===== src/rtl/if_fetch_if.sv =====
// ============================================================================
// Module   : if_fetch_if
// Brief    : Fetch-unit bus: control in, imem req/ack handshake, decode-side buffer out
// Revision : 1.0
// ============================================================================
`default_nettype none

interface if_fetch_if;
    logic        freeze;
    logic        branch_taken;
    logic [31:0] branch_addr;
    logic        imem_req;
    logic [31:0] imem_addr;
    logic        imem_ack;
    logic [31:0] imem_rdata;
    logic [31:0] PC;
    logic [31:0] instruction;
    logic        valid;

    // Fetch unit side
    modport master (
        input  freeze, branch_taken, branch_addr, imem_ack, imem_rdata,
        output imem_req, imem_addr, PC, instruction, valid
    );

    // Memory / pipeline environment side
    modport slave (
        output freeze, branch_taken, branch_addr, imem_ack, imem_rdata,
        input  imem_req, imem_addr, PC, instruction, valid
    );
endinterface

`default_nettype wire


===== src/rtl/if_fetch_unit.sv =====
// ============================================================================
// Module   : if_fetch_unit
// Brief    : Instruction fetch with imem req/ack, 1-entry output buffer, branch squash
// Revision : 1.0
// ============================================================================
`default_nettype none

module if_fetch_unit #(
    parameter logic [31:0] RESET_PC = 32'd0
) (
    input  wire logic  clk,
    input  wire logic  rst,
    if_fetch_if.master bus
);

    typedef enum logic [1:0] {
        S_RESET  = 2'd0,
        S_RUN    = 2'd1,
        S_SQUASH = 2'd2
    } state_t;

    state_t      r_state;
    state_t      w_state_nxt;
    logic [31:0] r_pc;
    logic [31:0] r_squash_addr;
    logic [31:0] r_buf_instr;
    logic [31:0] r_buf_pc;
    logic        r_buf_valid;

    logic        w_req;
    logic [31:0] w_addr;
    logic        w_fill;
    logic        w_to_squash;

    always_comb begin
        w_state_nxt = r_state;
        w_req       = 1'b0;
        w_addr      = r_pc;
        case (r_state)
            S_RESET: begin
                w_state_nxt = S_RUN;
            end
            S_RUN: begin
                // A full buffer may only be refilled on an edge where it drains
                w_req = ~r_buf_valid | ~bus.freeze;
                if (bus.branch_taken && w_req && !bus.imem_ack)
                    w_state_nxt = S_SQUASH;
            end
            S_SQUASH: begin
                w_req  = 1'b1;
                w_addr = r_squash_addr;
                if (bus.imem_ack)
                    w_state_nxt = S_RUN;
            end
            default: begin
                w_state_nxt = S_RESET;
            end
        endcase
    end

    assign w_fill      = (r_state == S_RUN) && w_req && bus.imem_ack && !bus.branch_taken;
    assign w_to_squash = (r_state == S_RUN) && (w_state_nxt == S_SQUASH);

    always_ff @(posedge clk or posedge rst) begin
        if (rst) begin
            r_state <= S_RESET;
        end else begin
            r_state <= w_state_nxt;
        end
    end

    always_ff @(posedge clk or posedge rst) begin
        if (rst) begin
            r_pc          <= RESET_PC;
            r_squash_addr <= RESET_PC;
        end else begin
            if (bus.branch_taken)
                r_pc <= bus.branch_addr;
            else if (w_fill)
                r_pc <= r_pc + 32'd4;
            // Keep the abandoned address on the bus until memory acks it
            if (w_to_squash)
                r_squash_addr <= w_addr;
        end
    end

    always_ff @(posedge clk or posedge rst) begin
        if (rst) begin
            r_buf_valid <= 1'b0;
            r_buf_instr <= 32'd0;
            r_buf_pc    <= 32'd0;
        end else begin
            if (bus.branch_taken) begin
                r_buf_valid <= 1'b0;
            end else if (w_fill) begin
                r_buf_valid <= 1'b1;
                r_buf_instr <= bus.imem_rdata;
                r_buf_pc    <= r_pc + 32'd4;
            end else if (!bus.freeze) begin
                r_buf_valid <= 1'b0;
            end
        end
    end

    // Empty buffer presents a bubble (all-zero PC and instruction)
    assign bus.imem_req    = w_req;
    assign bus.imem_addr   = w_addr;
    assign bus.valid       = r_buf_valid;
    assign bus.PC          = r_buf_valid ? r_buf_pc    : 32'd0;
    assign bus.instruction = r_buf_valid ? r_buf_instr : 32'd0;

endmodule

`default_nettype wire


===== src/flat_wrapper.sv =====
// flat-port wrapper written by rule: the top's interface ports become plain ports
module if_fetch_unit_flat 
#(
    parameter logic [31:0] RESET_PC = 32'd0
)
  (clk, rst, bus_freeze, bus_branch_taken, bus_branch_addr, bus_imem_ack, bus_imem_rdata, bus_imem_req, bus_imem_addr, bus_PC, bus_instruction, bus_valid);
  if_fetch_if bus_i ();
  input  wire logic clk;
  input  wire logic rst;
  input wire logic [$bits(bus_i.freeze)-1:0] bus_freeze;
  input wire logic [$bits(bus_i.branch_taken)-1:0] bus_branch_taken;
  input wire logic [$bits(bus_i.branch_addr)-1:0] bus_branch_addr;
  input wire logic [$bits(bus_i.imem_ack)-1:0] bus_imem_ack;
  input wire logic [$bits(bus_i.imem_rdata)-1:0] bus_imem_rdata;
  output wire logic [$bits(bus_i.imem_req)-1:0] bus_imem_req;
  output wire logic [$bits(bus_i.imem_addr)-1:0] bus_imem_addr;
  output wire logic [$bits(bus_i.PC)-1:0] bus_PC;
  output wire logic [$bits(bus_i.instruction)-1:0] bus_instruction;
  output wire logic [$bits(bus_i.valid)-1:0] bus_valid;
  assign bus_i.freeze = bus_freeze;
  assign bus_i.branch_taken = bus_branch_taken;
  assign bus_i.branch_addr = bus_branch_addr;
  assign bus_i.imem_ack = bus_imem_ack;
  assign bus_i.imem_rdata = bus_imem_rdata;
  assign bus_imem_req = bus_i.imem_req;
  assign bus_imem_addr = bus_i.imem_addr;
  assign bus_PC = bus_i.PC;
  assign bus_instruction = bus_i.instruction;
  assign bus_valid = bus_i.valid;
  if_fetch_unit #(.RESET_PC(RESET_PC)) u_core (.clk(clk), .rst(rst), .bus(bus_i));
endmodule

===== config.mk =====
export PLATFORM = sky130hd
export DESIGN_NAME = if_fetch_unit_flat
export DESIGN_NICKNAME = d
export VERILOG_FILES = /design/src/rtl/if_fetch_if.sv /design/src/rtl/if_fetch_unit.sv /design/src/flat_wrapper.sv
export SDC_FILE = /design/constraint.sdc
export NUM_CORES = 1
export LEC_CHECK = 0
export CAP_MARGIN = 20
export CORE_UTILIZATION = 51
export CTS_CLUSTER_DIAMETER = 150
export DETAILED_ROUTE_END_ITERATION = 10
export GPL_TIMING_DRIVEN = 1
export HOLD_SLACK_MARGIN = 0.15
export PLACE_DENSITY_LB_ADDON = 0.1
export SLEW_MARGIN = 5
export SYNTH_ARGS = -nofsm -noshare
export SYNTH_HDL_FRONTEND = slang
export SYNTH_SLANG_ARGS = --single-unit
export TNS_END_PERCENT = 1

===== constraint.sdc =====
create_clock -name clk -period 5.93 [get_ports clk]
set_input_delay 0.8895 -clock clk [delete_from_list [all_inputs] [get_ports clk]]
set_output_delay 0.8895 -clock clk [all_outputs]
set_load 0.05 [all_outputs]

### Yosys cells after proc, flatten, opt, wreduce, memory -nomap -nowiden

Index checks and enable logic that the tools add are counted.

* word-level logic and storage cells: 38
* bits in registers: 131
* output and inout port bits: 98
* bits of input ports: 69

* $add $sub $neg: 1
* bitwise logic cells: 4
* reductions and logical operators: 11
* equal/unequal tests: 4
* multiplexer cells: 12

Operator list (count)
* $mux 32: 5
* $add 32x3->32 const B: 1
* $logic_and 1x1->1: 6
* $pmux 2 s3: 1
* $eq 2x2->1 const B: 2
* $mux 2: 2
* $mux 1: 3
* $ne 3x1->1 const B: 1
* $not 1->1: 3
* $eq 2x1->1 const B: 1
* $logic_not 1->1: 2
* $logic_not 2->1: 1
* $pmux 1 s2: 1
* $reduce_and 2->1: 1
* $reduce_bool 2->1: 1
* $or 1x1->1: 1

### Longest topological paths before layout

Gate-level depths: netlist of run 1.

* depth in word-level cells: 8
* mapped depth: 10
* mapped depth without buffers: 6

### Worst setup path after synthesis of run 1

No wires, ideal clock.

* path kind: register to output
* start point: reg u_core.r_state[0]
* end point: out bus_imem_addr[11]
* data required time: 5.041 ns
* stages on the path, launching flop included: 6
* arrival: 2.210 ns
* slack: 2.830 ns
* path buffers: 2
* path through: dfrtp_1 > inv_1 > ha_1 > buf_2 > buf_1 > o21ai_0

* longest elaborated chain between the ends: 2

RTL lines
* start, declared: line if_fetch_unit.sv:22 `state_t r_state;`
* start signal, assigned: line if_fetch_unit.sv:68 `r_state <= w_state_nxt;`
* $eq 2x2->1: line if_fetch_unit.sv:39 `case (r_state)`
* $mux 32: line if_fetch_unit.sv:39
* end, declared: line flat_wrapper.sv:16 `output wire logic [$bits(bus_i.imem_addr)-1:0] bus_imem_addr;`

Every way passes these cells.

### Final worst setup path of run 1

* start point: reg u_core.r_state[0]
* end point: out bus_imem_addr[21]

The elaborated chain is that of the path after synthesis.

==> reports/qor.csv, run 1 <==
metric,value,unit
layout-drive-gt1-share,12.5,%
postSynth.asyncResetShare,100,%
synth_area_leaders,"dfrtp_1 (46%), mux2_2 (10%), nand2_1 (8.0%)",
dp_hpwl,12600,µm
irDropWorstVdd,0.314,mV
number_of_antenna_violations_at_the_first_check_in_global_routing,0,
clkSinkCount,131,
synth_nets,828,
initial_utilization,52.8,%
dominantRegCellSynth,dfrtp_1,
worst_slew_margin_rel,38.8,%
yosysTopAreaCellShare,46.3,%
clockRootBuffer,clkbuf_16,
drt-pass1-iter-count,5,
final_min_period_over_clock_period,67.8,%
synth-seq-cells,131,
maxClockFrequency,249,MHz
number_of_buffers_added_by_the_clock_tree_synthesis_step,17,
synthesis.instances,754,
clk_latency,0.42,ns
route.detailed.drc,0,
final_hold_viol_count,0,
placed_cell_count,1040,
area_growth,32.2,%
critPathLaunchType,flip-flop,
cts_setup_buffers,0,
final_max_slew_viol_count,0,
routabilityCongestion,0.841,
dpl-instance-area,8740,µm²
detailedRoute.firstIterationViolations,447,
reg2reg_to,u_core.r_pc[25],
synth.lib_cells_used.distinct,48,
io_pins,167,
power.static_leakage,3.84,nW
finalSetupViolCount,0,
clk_transition_reported_paths,0.06,ns
buffer_depth_of_the_longest_clock_path,2,
power-per-cell-area,438,nW/µm²
min_delay_worst_endpoint,u_core.r_buf_instr[22],
drt-wirelength-per-cell,17.0,µm
maxCapViolations,0,
yosys_warnings,0,
cts_tree,yes,
placementRows,42,
global_route_wire_length_before_repair,29800,µm
number_of_vias_in_the_routed_layout,6127,
synth.largest_area_cell,dfrtp_1,
result_of_the_run,"finished, final reports clean",
fillCellCount,1045,
end_kind,output pin,
reg2reg_start,u_core.r_state[0],
synth_sequential_area_ratio,46.3,%
die_x,120,µm
postCtsResizedCells,0,
class_of_the_most_critical_setup_path,flip-flop to output pin,
avgSynthCellArea,9.39,µm²
worst-path-max-fanout,23,
design.core.area,13400,µm²
drt.antenna.violating_nets,0,
numPortBuffers,166,
n_antenna_cell,0,
timing.reg2reg.setup_slack,2.35,ns
layout.cell_area.non_filler,9350,µm²
arrival,3.13,ns
drt-total-wl,18200,µm
vias_per_std_cell,5.72,
worstHoldPathType,flip-flop to flip-flop,
floorplan.die.height,120,µm
post_synth_instance_area,7080,µm²
worst_r2r_path_depth,7,
setup_tns,0,ns
grt_max_degree,75,
synth-edff-count,0,
dieArea,14400,µm²
final.setup_skew,0.00696,ns
design.final.nets,957,
setup_repair_after_global_routing_missed_its_margin,no,
instances_no_fill,1072,
final_period_minus_worst_setup_slack,4.02,ns
hold_path_startpoint,u_core.r_buf_instr[22],
first_global_vias,5864,
worst-slew-pin-transition,0.917,ns
postCtsHoldBufs,0,
global_route.usage.total,26.6,%
hold_depth,2,
globalRouteOverflowTotal,0,
htree_levels,4,
worst-endpoint-required,5.04,ns
## report_power, final
part,leakage (nW),switching [W],internal (W)
combinational,1.98,0.000969,0.000628
clock,0.285,0.000389,0.000683
sequential,1.57,0.000209,0.00122
total,3.84,0.00157,0.00253
## cell usage in the layout (no fill, tap or decap), types with 21 or more instances in the layout
| master | netlist | layout |
|---|---|---|
| nand3_1 | 31 | 30 |
| and2_1 | 65 | 65 |
| or4_1 | 32 | 32 |
| a31oi_1 | 21 | 21 |
| mux2_2 | 64 | 64 |
| dfrtp_1 | 131 | 131 |
| nand2_1 | 151 | 151 |
| o21ai_0 | 32 | 32 |
| nor2_1 | 26 | 25 |
| clkdlybuf4s50_1 | 0 | 166 |
## cell usage after synthesis, types with 2 or more instances
| cell | count |
|---|---|
| o21a_1 | 2 |
| inv_1 | 6 |
| buf_4 | 4 |
| and4_1 | 7 |
| o211a_1 | 2 |
| nor2_1 | 26 |
| dfrtp_1 | 131 |
| nor2b_1 | 7 |
| clkbuf_1 | 33 |
| and2_1 | 65 |
| o31ai_1 | 19 |
| o211ai_1 | 10 |
| a221oi_1 | 2 |
| mux2_2 | 64 |
| buf_2 | 20 |
| nor3_1 | 6 |
| or4_1 | 32 |
| buf_1 | 4 |
| a22o_1 | 3 |
| or3_1 | 4 |
| nand4_1 | 19 |
| nand4_2 | 2 |
| and3_1 | 3 |
| xnor2_1 | 8 |
| ha_1 | 5 |
| xor2_1 | 11 |
| nand2_1 | 151 |
| nand3_1 | 31 |
| o21ai_0 | 32 |
| a21oi_1 | 6 |
| a31oi_1 | 21 |
| nand4b_1 | 2 |
## metal layers
layer / vias up / share of wire [%] / track usage [%] / routed length [µm]
met3: 30 / 6.5 / 5.28 / 1190
li1: 2925 / - / - / -
met4: 0 / 2.1 / 9.61 / 376
met2: 244 / 45 / 39.8 / 8180
met5: - / 0 / 0 / 0
met1: 2928 / 46 / 38.2 / 8450
## worst max-delay path: stages, from the launching register on
cell and delay [ns]:
dfrtp_1 0.42, inv_1 0.13, ha_1 0.63, buf_4 0.41, mux2_2 0.40, clkdlybuf4s50_1 0.71
## state kept, by name, summed over array words and instances (netlist names)
register              cells
u_core.bus.valid          1
u_core.r_squash_addr     32
u_core.r_buf_pc          32
u_core.r_state            2
u_core.r_buf_instr       32
u_core.r_pc              32
## area by class of cell
cell class / count / area (µm²) / area share, %
multi-input combinational: 553 / 3500 / 37.4
sequential: 131 / 3280 / 35.1
inverter: 7 / 28.8 / 0.308
clock inverter: 12 / 155 / 1.66
clock buffer: 20 / 457 / 4.88
tap: 176 / 220 / 2.35
timing repair buffer: 173 / 1710 / 18.3
## worst max-delay path by stage
stage | start | endpoint | slack [ns] | depth (start not counted)
2_1_floorplan | rst | u_core.bus.valid | 1.54 | 1
3_3_place_gp | bus_branch_taken | u_core.r_squash_addr[25] | 2.39 | 6
3_5_place_dp | bus_branch_taken | u_core.r_squash_addr[24] | 2.29 | 6
4_1_cts | u_core.r_state[0] | bus_imem_addr[21] | 1.88 | 5
5_1_grt | u_core.r_state[0] | bus_imem_addr[15] | 1.73 | 5
6_report | u_core.r_state[0] | bus_imem_addr[21] | 1.91 | 5
## per-stage QoR
| stage | power (W) | setup slack (ns) | util, % | hold slack (ns) |
|---|---|---|---|---|
| 2_1_floorplan | 0.00255 | 1.54 | - | 0.437 |
| 3_3_place_gp | 0.00296 | 2.39 | 65.2 | 0.449 |
| 3_5_place_dp | 0.00304 | 2.29 | 65.2 | 0.454 |
| 4_1_cts | 0.00412 | 1.88 | 69.8 | 0.468 |
| 5_1_grt | 0.00432 | 1.73 | 69.8 | 0.488 |
| 6_report | 0.00410 | 1.91 | 69.8 | 0.464 |
## logic make-up after synthesis
kind of cell	count (synthesis)	share of synthesized area [%]
DFF	131	46.3
muxes	65	10.3
buffers and inverters	70	4.40
adders and majority gates	5	0.884
AOI/OAI and AO/OA	100	9.11
and+or+nand+nor	364	26.6
xor gates and xnor gates	19	2.35
(Power assumes the default switching activity.)
==> run 2, diff against run 1 <==
- clock period: 5.93 -> 3.85 ns (I/O delays scaled with it)
==> reports/qor.csv, run 2 (synthesis gave the netlist of run 1 again) <==
metric,value,unit
result_of_the_run,"finished, final reports clean",
routabilityCongestion,0.892,
global_route.usage.total,25.9,%
power.total,0.00617,W
mostFrequentLayoutCell,clkdlybuf4s50_1,
reg2reg_to,u_core.r_pc[25],
end_kind,output pin,
instances_no_fill,1075,
cts_tree,yes,
min_delay_worst_endpoint,u_core.r_buf_instr[30],
preCtsSetupSlack,0.820,ns
globalRouteOverflowTotal,0,
worstHoldPathType,flip-flop to flip-flop,
clk_transition_reported_paths,0.06,ns
clockRootBuffer,clkbuf_16,
worst_slew_margin_rel,40.8,%
irDropWorstVdd,0.434,mV
worst-slew-pin-transition,0.889,ns
design.core.area,13400,µm²
drt-wirelength-per-cell,16.6,µm
detailedRoute.firstIterationViolations,400,
class_of_the_most_critical_setup_path,flip-flop to output pin,
number_of_buffers_added_by_the_clock_tree_synthesis_step,17,
grt_max_degree,132,
placed_cell_count,1043,
postCtsHoldBufs,0,
dp_hpwl,12600,µm
maxClockFrequency,304,MHz
arrival,2.72,ns
final_min_period_over_clock_period,85.6,%
buffer_depth_of_the_longest_clock_path,2,
clkSinkCount,131,
setup_tns,0,ns
final_hold_viol_count,0,
power-per-cell-area,661,nW/µm²
power.static_leakage,3.82,nW
hold_depth,2,
number_of_antenna_violations_at_the_first_check_in_global_routing,0,
area_growth,31.9,%
number_of_vias_in_the_routed_layout,6116,
placementRows,42,
final_period_minus_worst_setup_slack,3.29,ns
final_max_slew_viol_count,0,
n_antenna_cell,0,
drt.antenna.violating_nets,0,
drt-pass1-iter-count,5,
initial_utilization,52.8,%
floorplan.die.height,120,µm
worst-path-max-fanout,38,
clk_latency,0.42,ns
reg2reg_start,u_core.r_state[0],
worst-endpoint-required,3.27,ns
postCtsResizedCells,0,
post-route-worst-setup-slack,0.555,ns
fillCellCount,1081,
vias_per_std_cell,5.69,
global_route_wire_length_before_repair,28900,µm
layout-drive-gt1-share,12.9,%
first_global_vias,5683,
design.final.nets,960,
final_cell_mix,"clkdlybuf4s50_1 (166), nand2_1 (151), dfrtp_1 (131), and2_1 (65), mux2_2 (64)",
setup_repair_after_global_routing_missed_its_margin,no,
worst_r2r_path_depth,7,
route.detailed.drc,0,
drt-total-wl,17800,µm
htree_levels,4,
maxCapViolations,0,
cts_setup_buffers,0,
numPortBuffers,166,
timing.reg2reg.setup_slack,0.93,ns
die_x,120,µm
final_core_util,69.7,%
io_pins,167,
final.setup_skew,0.00891,ns
dieArea,14400,µm²
startpoint,u_core.bus.valid,
hold_path_startpoint,u_core.r_buf_instr[30],
critPathLaunchType,flip-flop,
finalSetupViolCount,0,
-- run 2: cell types whose count changed in the layout (fill, tap and decap cells not counted), sizes merged --
cell,before,now
bufinv,3,1
clkinvlp,5,9
clkbuf,20,17
clkinv,3,4
buf,7,10
-- run 2: per-layer routing --
layer	up-vias	track usage [%]	share of wire (%)	routed length, µm
met3	29	5.42	6.3	1120
met5	-	0	0	0
met1	2914	36.6	47	8300
li1	2934	-	-	-
met2	239	38.7	45	8070
met4	0	10.5	2.0	351
-- run 2: area by class of cell --
type / instances / area (µm²) / area share [%]
Multi-Input combinational cell: 553 / 3500 / 37.5
Tap cell: 176 / 220 / 2.36
Timing Repair Buffer: 176 / 1750 / 18.7
Clock inverter: 15 / 135 / 1.45
Sequential cell: 131 / 3280 / 35.1
Inverter: 7 / 30.0 / 0.322
Clock buffer: 17 / 425 / 4.56
-- run 2: worst max-delay path, cell delays in order (launching register included) --
cell,delay (ns)
dfrtp_1,0.92
buf_4,0.39
and2_1,0.18
clkdlybuf4s50_1,0.80
-- run 2: per-stage QoR --
stage / hold slack, ns / instance area [µm²]
after floorplan: 0.437 / 7080
after global placement: 0.450 / 8780
after detailed placement: 0.455 / 8780
after CTS: 0.469 / 9340
after global routing: 0.487 / 9340
final: 0.467 / 9340
-- run 2: how the worst max path moves through the flow --
stage / to
6_report: bus_instruction[16]
5_1_grt: bus_instruction[15]
4_1_cts: bus_instruction[25]
3_5_place_dp: u_core.r_pc[25]
3_3_place_gp: u_core.r_pc[25]
2_1_floorplan: bus_imem_addr[11]
-- run 2: power by group --
group / internal (W) / switching, W
logic: 0.000975 / 0.00147
clock network: 0.000887 / 0.000625
registers: 0.00188 / 0.000330
